### src/rtl/cpu_pkg.sv
// Shared pipeline constants for the 8-bit core. The decode stage, the
// writeback stage and the register file all use these.
package cpu_pkg;
  localparam int DATA_W = 8;

  localparam logic [1:0] WEN_NONE = 2'b00;
  localparam logic [1:0] WEN_RD   = 2'b01;
  localparam logic [1:0] WEN_SP   = 2'b10;
  localparam logic [1:0] WEN_BOTH = 2'b11;

  localparam logic [1:0] SP_ADDR  = 2'd3;

  // rd and SP cannot both be written when rd is the SP itself
  function automatic logic sp_clash(input logic [1:0] wen, input logic [1:0] rd);
    return (wen == WEN_BOTH) && (rd == SP_ADDR);
  endfunction
endpackage

### src/rtl/wb_stage_if.sv
// Bundle of the MEM-side inputs, register-file write port, forwarding
// outputs and status signals of the writeback stage.
interface wb_stage_if #(
  parameter int DATA_W = 8,
  parameter int CNT_W  = 16
);
  logic              mem_valid;
  logic [1:0]        mem_wen;
  logic [1:0]        mem_rd;
  logic              mem_is_load;
  logic [DATA_W-1:0] mem_alu_result;
  logic [DATA_W-1:0] mem_load_data;
  logic [DATA_W-1:0] mem_sp_new;
  logic              wb_stall;
  logic              wb_flush;

  logic [1:0]        reg_file_wen;
  logic [1:0]        dest_addr;
  logic [DATA_W-1:0] data_in1;
  logic [DATA_W-1:0] data_in2;
  logic              fwd_rd_valid;
  logic [1:0]        fwd_rd;
  logic [DATA_W-1:0] fwd_rd_data;
  logic              fwd_sp_valid;
  logic [DATA_W-1:0] fwd_sp_data;
  logic              sp_conflict;
  logic [CNT_W-1:0]  retired;

  modport master (
    output mem_valid, mem_wen, mem_rd, mem_is_load, mem_alu_result,
           mem_load_data, mem_sp_new, wb_stall, wb_flush,
    input  reg_file_wen, dest_addr, data_in1, data_in2, fwd_rd_valid,
           fwd_rd, fwd_rd_data, fwd_sp_valid, fwd_sp_data, sp_conflict, retired
  );

  modport slave (
    input  mem_valid, mem_wen, mem_rd, mem_is_load, mem_alu_result,
           mem_load_data, mem_sp_new, wb_stall, wb_flush,
    output reg_file_wen, dest_addr, data_in1, data_in2, fwd_rd_valid,
           fwd_rd, fwd_rd_data, fwd_sp_valid, fwd_sp_data, sp_conflict, retired
  );
endinterface

### src/rtl/wb_pipe_reg.sv
// MEM/WB capture register: flush beats stall, stall holds, otherwise load.
module wb_pipe_reg #(
  parameter int DATA_W = cpu_pkg::DATA_W
) (
  input  logic              clk,
  input  logic              reset,
  input  logic              flush,
  input  logic              stall,
  input  logic              in_valid,
  input  logic [1:0]        in_wen,
  input  logic [1:0]        in_rd,
  input  logic [DATA_W-1:0] in_wdata,
  input  logic [DATA_W-1:0] in_sp_new,
  output logic              valid,
  output logic [1:0]        wen,
  output logic [1:0]        rd,
  output logic [DATA_W-1:0] wdata,
  output logic [DATA_W-1:0] sp_new
);
  import cpu_pkg::*;

  always_ff @(posedge clk or posedge reset) begin
    if (reset) begin
      valid  <= 1'b0;
      wen    <= WEN_NONE;
      rd     <= 2'd0;
      wdata  <= '0;
      sp_new <= '0;
    end else if (flush) begin
      // fields are left as-is; only valid matters for a bubble
      valid <= 1'b0;
    end else if (!stall) begin
      valid  <= in_valid;
      wen    <= in_wen;
      rd     <= in_rd;
      wdata  <= in_wdata;
      sp_new <= in_sp_new;
    end
  end
endmodule

### src/rtl/wb_stage.sv
// MEM/WB stage: captures the retiring instruction, drives the register file
// write port once per instruction, forwards pending writes and counts retires.
module wb_stage #(
  parameter int DATA_W = cpu_pkg::DATA_W,
  parameter int CNT_W  = 16
) (
  input  logic      clk,
  input  logic      reset,
  wb_stage_if.slave bus
);
  import cpu_pkg::*;

  logic              valid, issued, issue_now, capture, clash;
  logic [1:0]        wen, rd, wen_cap;
  logic [DATA_W-1:0] wdata, sp_new, wdata_cap;
  logic              sp_conflict_q;
  logic [CNT_W-1:0]  retired_q;

  assign clash     = bus.mem_valid && sp_clash(bus.mem_wen, bus.mem_rd);
  assign wen_cap   = clash ? WEN_SP : bus.mem_wen;
  assign wdata_cap = bus.mem_is_load ? bus.mem_load_data : bus.mem_alu_result;
  assign capture   = !bus.wb_flush && !bus.wb_stall;

  wb_pipe_reg #(.DATA_W(DATA_W)) u_pipe (
    .clk       (clk),
    .reset     (reset),
    .flush     (bus.wb_flush),
    .stall     (bus.wb_stall),
    .in_valid  (bus.mem_valid),
    .in_wen    (wen_cap),
    .in_rd     (bus.mem_rd),
    .in_wdata  (wdata_cap),
    .in_sp_new (bus.mem_sp_new),
    .valid     (valid),
    .wen       (wen),
    .rd        (rd),
    .wdata     (wdata),
    .sp_new    (sp_new)
  );

  // An occupied stage writes only in its first cycle; later stalled cycles are issued.
  assign issue_now = valid && !issued;

  always_ff @(posedge clk or posedge reset) begin
    if (reset) begin
      issued        <= 1'b0;
      sp_conflict_q <= 1'b0;
      retired_q     <= '0;
    end else begin
      retired_q <= retired_q + CNT_W'(issue_now);
      if (bus.wb_flush)      issued <= 1'b0;
      else if (bus.wb_stall) issued <= issued | valid;
      else                   issued <= 1'b0;
      if (capture && clash) sp_conflict_q <= 1'b1;
    end
  end

  assign bus.reg_file_wen = issue_now ? wen : WEN_NONE;
  assign bus.dest_addr    = rd;
  assign bus.data_in1     = wdata;
  assign bus.data_in2     = sp_new;

  assign bus.fwd_rd_valid = valid && wen[0];
  assign bus.fwd_rd       = rd;
  assign bus.fwd_rd_data  = wdata;
  assign bus.fwd_sp_valid = valid && wen[1];
  assign bus.fwd_sp_data  = sp_new;

  assign bus.sp_conflict  = sp_conflict_q;
  assign bus.retired      = retired_q;
endmodule

### src/flat_wrapper.sv
// flat-port wrapper written by rule: the top's interface ports become plain ports
module wb_stage_flat import cpu_pkg::*;
#(
  parameter int DATA_W = cpu_pkg::DATA_W,
  parameter int CNT_W  = 16
)
  (clk, reset, bus_mem_valid, bus_mem_wen, bus_mem_rd, bus_mem_is_load, bus_mem_alu_result, bus_mem_load_data, bus_mem_sp_new, bus_wb_stall, bus_wb_flush, bus_reg_file_wen, bus_dest_addr, bus_data_in1, bus_data_in2, bus_fwd_rd_valid, bus_fwd_rd, bus_fwd_rd_data, bus_fwd_sp_valid, bus_fwd_sp_data, bus_sp_conflict, bus_retired);
  wb_stage_if #(.DATA_W(DATA_W), .CNT_W(CNT_W)) bus_i ();
  input  logic clk;
  input  logic reset;
  input wire logic [$bits(bus_i.mem_valid)-1:0] bus_mem_valid;
  input wire logic [$bits(bus_i.mem_wen)-1:0] bus_mem_wen;
  input wire logic [$bits(bus_i.mem_rd)-1:0] bus_mem_rd;
  input wire logic [$bits(bus_i.mem_is_load)-1:0] bus_mem_is_load;
  input wire logic [$bits(bus_i.mem_alu_result)-1:0] bus_mem_alu_result;
  input wire logic [$bits(bus_i.mem_load_data)-1:0] bus_mem_load_data;
  input wire logic [$bits(bus_i.mem_sp_new)-1:0] bus_mem_sp_new;
  input wire logic [$bits(bus_i.wb_stall)-1:0] bus_wb_stall;
  input wire logic [$bits(bus_i.wb_flush)-1:0] bus_wb_flush;
  output wire logic [$bits(bus_i.reg_file_wen)-1:0] bus_reg_file_wen;
  output wire logic [$bits(bus_i.dest_addr)-1:0] bus_dest_addr;
  output wire logic [$bits(bus_i.data_in1)-1:0] bus_data_in1;
  output wire logic [$bits(bus_i.data_in2)-1:0] bus_data_in2;
  output wire logic [$bits(bus_i.fwd_rd_valid)-1:0] bus_fwd_rd_valid;
  output wire logic [$bits(bus_i.fwd_rd)-1:0] bus_fwd_rd;
  output wire logic [$bits(bus_i.fwd_rd_data)-1:0] bus_fwd_rd_data;
  output wire logic [$bits(bus_i.fwd_sp_valid)-1:0] bus_fwd_sp_valid;
  output wire logic [$bits(bus_i.fwd_sp_data)-1:0] bus_fwd_sp_data;
  output wire logic [$bits(bus_i.sp_conflict)-1:0] bus_sp_conflict;
  output wire logic [$bits(bus_i.retired)-1:0] bus_retired;
  assign bus_i.mem_valid = bus_mem_valid;
  assign bus_i.mem_wen = bus_mem_wen;
  assign bus_i.mem_rd = bus_mem_rd;
  assign bus_i.mem_is_load = bus_mem_is_load;
  assign bus_i.mem_alu_result = bus_mem_alu_result;
  assign bus_i.mem_load_data = bus_mem_load_data;
  assign bus_i.mem_sp_new = bus_mem_sp_new;
  assign bus_i.wb_stall = bus_wb_stall;
  assign bus_i.wb_flush = bus_wb_flush;
  assign bus_reg_file_wen = bus_i.reg_file_wen;
  assign bus_dest_addr = bus_i.dest_addr;
  assign bus_data_in1 = bus_i.data_in1;
  assign bus_data_in2 = bus_i.data_in2;
  assign bus_fwd_rd_valid = bus_i.fwd_rd_valid;
  assign bus_fwd_rd = bus_i.fwd_rd;
  assign bus_fwd_rd_data = bus_i.fwd_rd_data;
  assign bus_fwd_sp_valid = bus_i.fwd_sp_valid;
  assign bus_fwd_sp_data = bus_i.fwd_sp_data;
  assign bus_sp_conflict = bus_i.sp_conflict;
  assign bus_retired = bus_i.retired;
  wb_stage #(.DATA_W(DATA_W), .CNT_W(CNT_W)) u_core (.clk(clk), .reset(reset), .bus(bus_i));
endmodule
### config.mk
export PLATFORM = sky130hd
export DESIGN_NAME = wb_stage_flat
export DESIGN_NICKNAME = d
export VERILOG_FILES = /design/src/rtl/cpu_pkg.sv /design/src/rtl/wb_stage_if.sv /design/src/rtl/wb_pipe_reg.sv /design/src/rtl/wb_stage.sv /design/src/flat_wrapper.sv
export SDC_FILE = /design/constraint.sdc
export NUM_CORES = 1
export LEC_CHECK = 0
export ABC_CLOCK_PERIOD_IN_PS = 3600
export BUFFER_PORTS_ARGS = -buffer_cell sky130_fd_sc_hd__buf_2
export CORE_MARGIN = 2
export CORE_UTILIZATION = 40
export CTS_BUF_LIST = sky130_fd_sc_hd__clkbuf_4 sky130_fd_sc_hd__clkbuf_8
export DETAILED_ROUTE_END_ITERATION = 6
export PLACE_DENSITY = 0.76
export SYNTH_ARGS = -nofsm -noshare
export SYNTH_HDL_FRONTEND = slang
export SYNTH_SLANG_ARGS = --single-unit
### constraint.sdc
create_clock -name clk -period 3.6 [get_ports clk]
set_input_delay 0 -clock clk [delete_from_list [all_inputs] [get_ports clk]]
set_output_delay 0 -clock clk [all_outputs]
set_load 0.1 [all_outputs]
==> results.sh <==
export IMPL_yosysMostFrequentCell="dfrtp_1"
export IMPL_nets=281
export IMPL_drt_iter0_markers=58
export IMPL_ios=91
export IMPL_numClockSinks=39
export IMPL_clock_root_buffer="clkbuf_8"
export IMPL_hold_viol=0
export IMPL_synth_xor_area_share_pct=6.825
export IMPL_instances_no_fill=298
export IMPL_ant_nets=0
export IMPL_critical_path_arrival_ns=1.89
export IMPL_dp_hpwl_um=2646
export IMPL_layout_drive_gt1_share_pct=45.93
export IMPL_via_count=1388
export IMPL_clockBufferDepth=2
export IMPL_synth_area_top_cells="dfrtp_1 54%, buf_4 7.5%, mux2_2 6.9%, mux2i_1 5.0%, xnor2_1 4.9%"
export IMPL_rsz0062_at_grt="no"
export IMPL_place_congestion=0.8139
export IMPL_htreeDepth=2
export IMPL_outcome="completed"
export IMPL_grt_antenna_before_repair=0
export IMPL_avgViaCountPerCell=4.658
export IMPL_hold_path_endpoint="u_core.u_pipe.wdata[3]"
export IMPL_tightest_slew_ns=1.036
export IMPL_sw_frac_of_total_pct=55.29
export IMPL_ys_seq_area_share_pct=54.32
export IMPL_p_comb_share_pct=51.2
export IMPL_period_share_pct=47.62
export IMPL_n_antenna_cell=0
export IMPL_setup_tns_ns=0
export IMPL_synthDistinctLibCells=25
export IMPL_cp_end_kind="flop"
export IMPL_syn2layout_area_growth_pct=34.82
export IMPL_worstRegToRegCells=6
export IMPL_clkPwrFrac_pct=16.8
export IMPL_p_sw_w=0.0009689
export IMPL_netlist_instances=152
export IMPL_drt_wl_total_um=3606
export IMPL_cp_start_kind="input port"
export IMPL_synth_seq_cells=39
export IMPL_pwr_share_seq_pct=32.0
export IMPL_clk_pin_slew_ns=0.07
export IMPL_relSlewSlack_pct=30.66
export IMPL_dr_pass1_iters=4
export IMPL_final_area_sq_um=2422
export IMPL_synth_top_family_by_area="simple AND/OR/NAND/NOR gates"
export IMPL_place_inst=274
export IMPL_cts_made_buffers=5
export IMPL_cap_viol_max_count=0
export IMPL_yosys_area_top_type="dfrtp_1"
export IMPL_die_area_sq_um=5044
export IMPL_min_from="bus_mem_alu_result[3]"
export IMPL_clkLatencyLatePin_ns=0.28
export IMPL_core_rowCount=24
export IMPL_track_usage_pct=15.08
export IMPL_start_util_pct=41.26
export IMPL_drc=0
export IMPL_nFillCells=375
export IMPL_cp_data_required_time_ns=3.77
export IMPL_grt_max_degree=24
export IMPL_setup_violations=0
export IMPL_yosys_area_share_simple_pct=14.35
export IMPL_die_w_um=71.02
export IMPL_die_y_um=71.02
export IMPL_synth_area_per_cell_sq_um=11.82
export IMPL_syn_area_sq_um=1797
export IMPL_synth_fp_nets=188
export IMPL_synth_compound_area_share_pct=2.646
export IMPL_p_per_area_nw_per_um2=723.4
export IMPL_fmax_mhz=583.3
export IMPL_io_buffers=90
export IMPL_slew_violations=0
export IMPL_synth_top_area_share_pct=54.32
export IMPL_hp_class="in -> reg"
export IMPL_holdPathStages=3
export IMPL_synth_edf_count=0
export IMPL_place_area_sq_um=2173
export IMPL_fin_skew_ns=0.003786
export IMPL_r2r_end="u_core.bus.retired[8]"
export IMPL_period_needed_ns=1.714
export IMPL_grt_pass1_wl_um=6009
export IMPL_crit_path_max_fanout=18
export IMPL_ys_warn_count=0
export IMPL_wl_per_cell_um=12.10
export IMPL_rr_startpoint="u_core.issued"
export IMPL_core_area_sq_um=4354
export IMPL_grt_ovfl_total=0
export IMPL_synth_fa_ha_area_share_pct=1.393
export IMPL_synthMuxAreaShare_pct=11.91
export IMPL_synthArstFlopShare_pct=100.0
export IMPL_path_class="in -> reg"
export IMPL_vdd_drop_max_uv=459.5
export IMPL_r2r_setup_slack_ns=1.95
export IMPL_synth_main_ff_cell="dfrtp_1"
export IMPL_cts_tree="done"
export IMPL_yosys_top_cells_count="39 x dfrtp_1, 18 x buf_4, 13 x nor2_1, 11 x mux2_2, 10 x xnor2_1"
export IMPL_p_leak_nw=1.273
export IMPL_grt_pass1_vias=1331
export IMPL_internal_power_w=0.0007835
==> stage by stage <==
stage          hold slack, ns  util, %  total power [W]  worst slack [ns]
2_1_floorplan         0.06641        -         0.001359             1.282
3_3_place_gp           0.1985    49.91         0.001454             2.002
3_5_place_dp           0.2076    49.91         0.001459             1.936
4_1_cts              0.005586    55.63         0.001767             1.870
5_1_grt               0.01317    55.63         0.001829             1.786
6_report              0.01404    55.63         0.001752             1.886
==> cells in the final DEF, fill, tap and decap left out, drive strengths merged <==
cell	n
mux2	11
xor2	4
nand4	4
inv	2
mux2i	9
nor3	1
and2	6
a21oi	8
nand2	5
and3	2
dlygate4sd3	16
and4	3
buf	91
or4b	1
clkinv	1
ha	2
clkbuf	7
nor3b	1
xnor2	10
nand3	7
or2	1
o21bai	1
nor2	13
and2b	1
dfrtp	39
==> power by group through the flow <==
stage | combinational [W] | clock [W] | sequential [W]
3_5_place_dp | 0.000890 | 0 | 0.000569
4_1_cts | 0.000903 | 0.000302 | 0.000562
6_report | 0.000898 | 0.000294 | 0.000561
5_1_grt | 0.000926 | 0.000328 | 0.000575
3_3_place_gp | 0.000888 | 0 | 0.000565
2_1_floorplan | 0.000359 | 0 | 0.00100
==> area by class of cell <==
| cell class | count | area, sq um | share of cell area [%] |
|---|---|---|---|
| clock buffer | 7 | 83.83 | 3.461 |
| clock inverter | 1 | 5.005 | 0.2066 |
| inverter | 2 | 7.507 | 0.3099 |
| multi-input combinational | 90 | 666.9 | 27.53 |
| sequential | 39 | 975.9 | 40.29 |
| tap | 52 | 65.06 | 2.686 |
| timing repair buffer | 107 | 618.1 | 25.52 |
==> flip-flops by register name, summed over array words and instances (netlist names) <==
signal                  cells
u_core.bus.retired         16
u_core.u_pipe.sp_new        8
u_core.u_pipe.wdata         8
u_core.u_pipe.rd            2
u_core.u_pipe.wen           2
u_core.bus.sp_conflict      1
u_core.issued               1
u_core.u_pipe.valid         1
==> worst max path at each step <==
stage / start / endpoint / slack [ns] / cells after the start
after floorplan: u_core.bus.retired[7] / u_core.bus.retired[15] / 1.28 / 4
after global placement: u_core.issued / u_core.bus.retired[8] / 2.00 / 6
after detailed placement: u_core.issued / u_core.bus.retired[8] / 1.94 / 6
after CTS: bus_wb_flush / u_core.u_pipe.wen[1] / 1.87 / 4
after global routing: u_core.issued / u_core.bus.retired[8] / 1.79 / 6
final: bus_wb_stall / u_core.u_pipe.wen[1] / 1.89 / 4
==> layer usage <==
metal | global-route usage, % | wire, um | up-vias
met5 | 0 | 0 | -
met1 | 18.03 | 1513 | 641
li1 | - | - | 682
met2 | 25.34 | 1744 | 60
met3 | 5.413 | 301 | 5
met4 | 5.031 | 46 | 0
==> worst max-delay path, stage by stage <==
cell,delay (ns)
dlygate4sd3_1,0.54
buf_2,0.15
nor2_1,0.78
mux2_2,0.41
==> kinds of logic (layout without fill, tap and decap cells) <==
logic type | count (synthesis) | count (layout)
xor+xnor | 14 | 14
compound gates | 9 | 9
buf+inv | 23 | 117
fa+ha+maj | 2 | 2
mux | 20 | 20
simple gates | 45 | 45
flops | 39 | 39
==> timing repair <==
action | 4_1_cts | 5_1_grt
resized for setup | 0 | 0
setup buffers | 0 | 0
endpoints found under the setup margin | 0 | 0
hold buffers | 16 | 0
hold endpoints to repair | 37 | 0
Power figures use the tool's default switching activity.
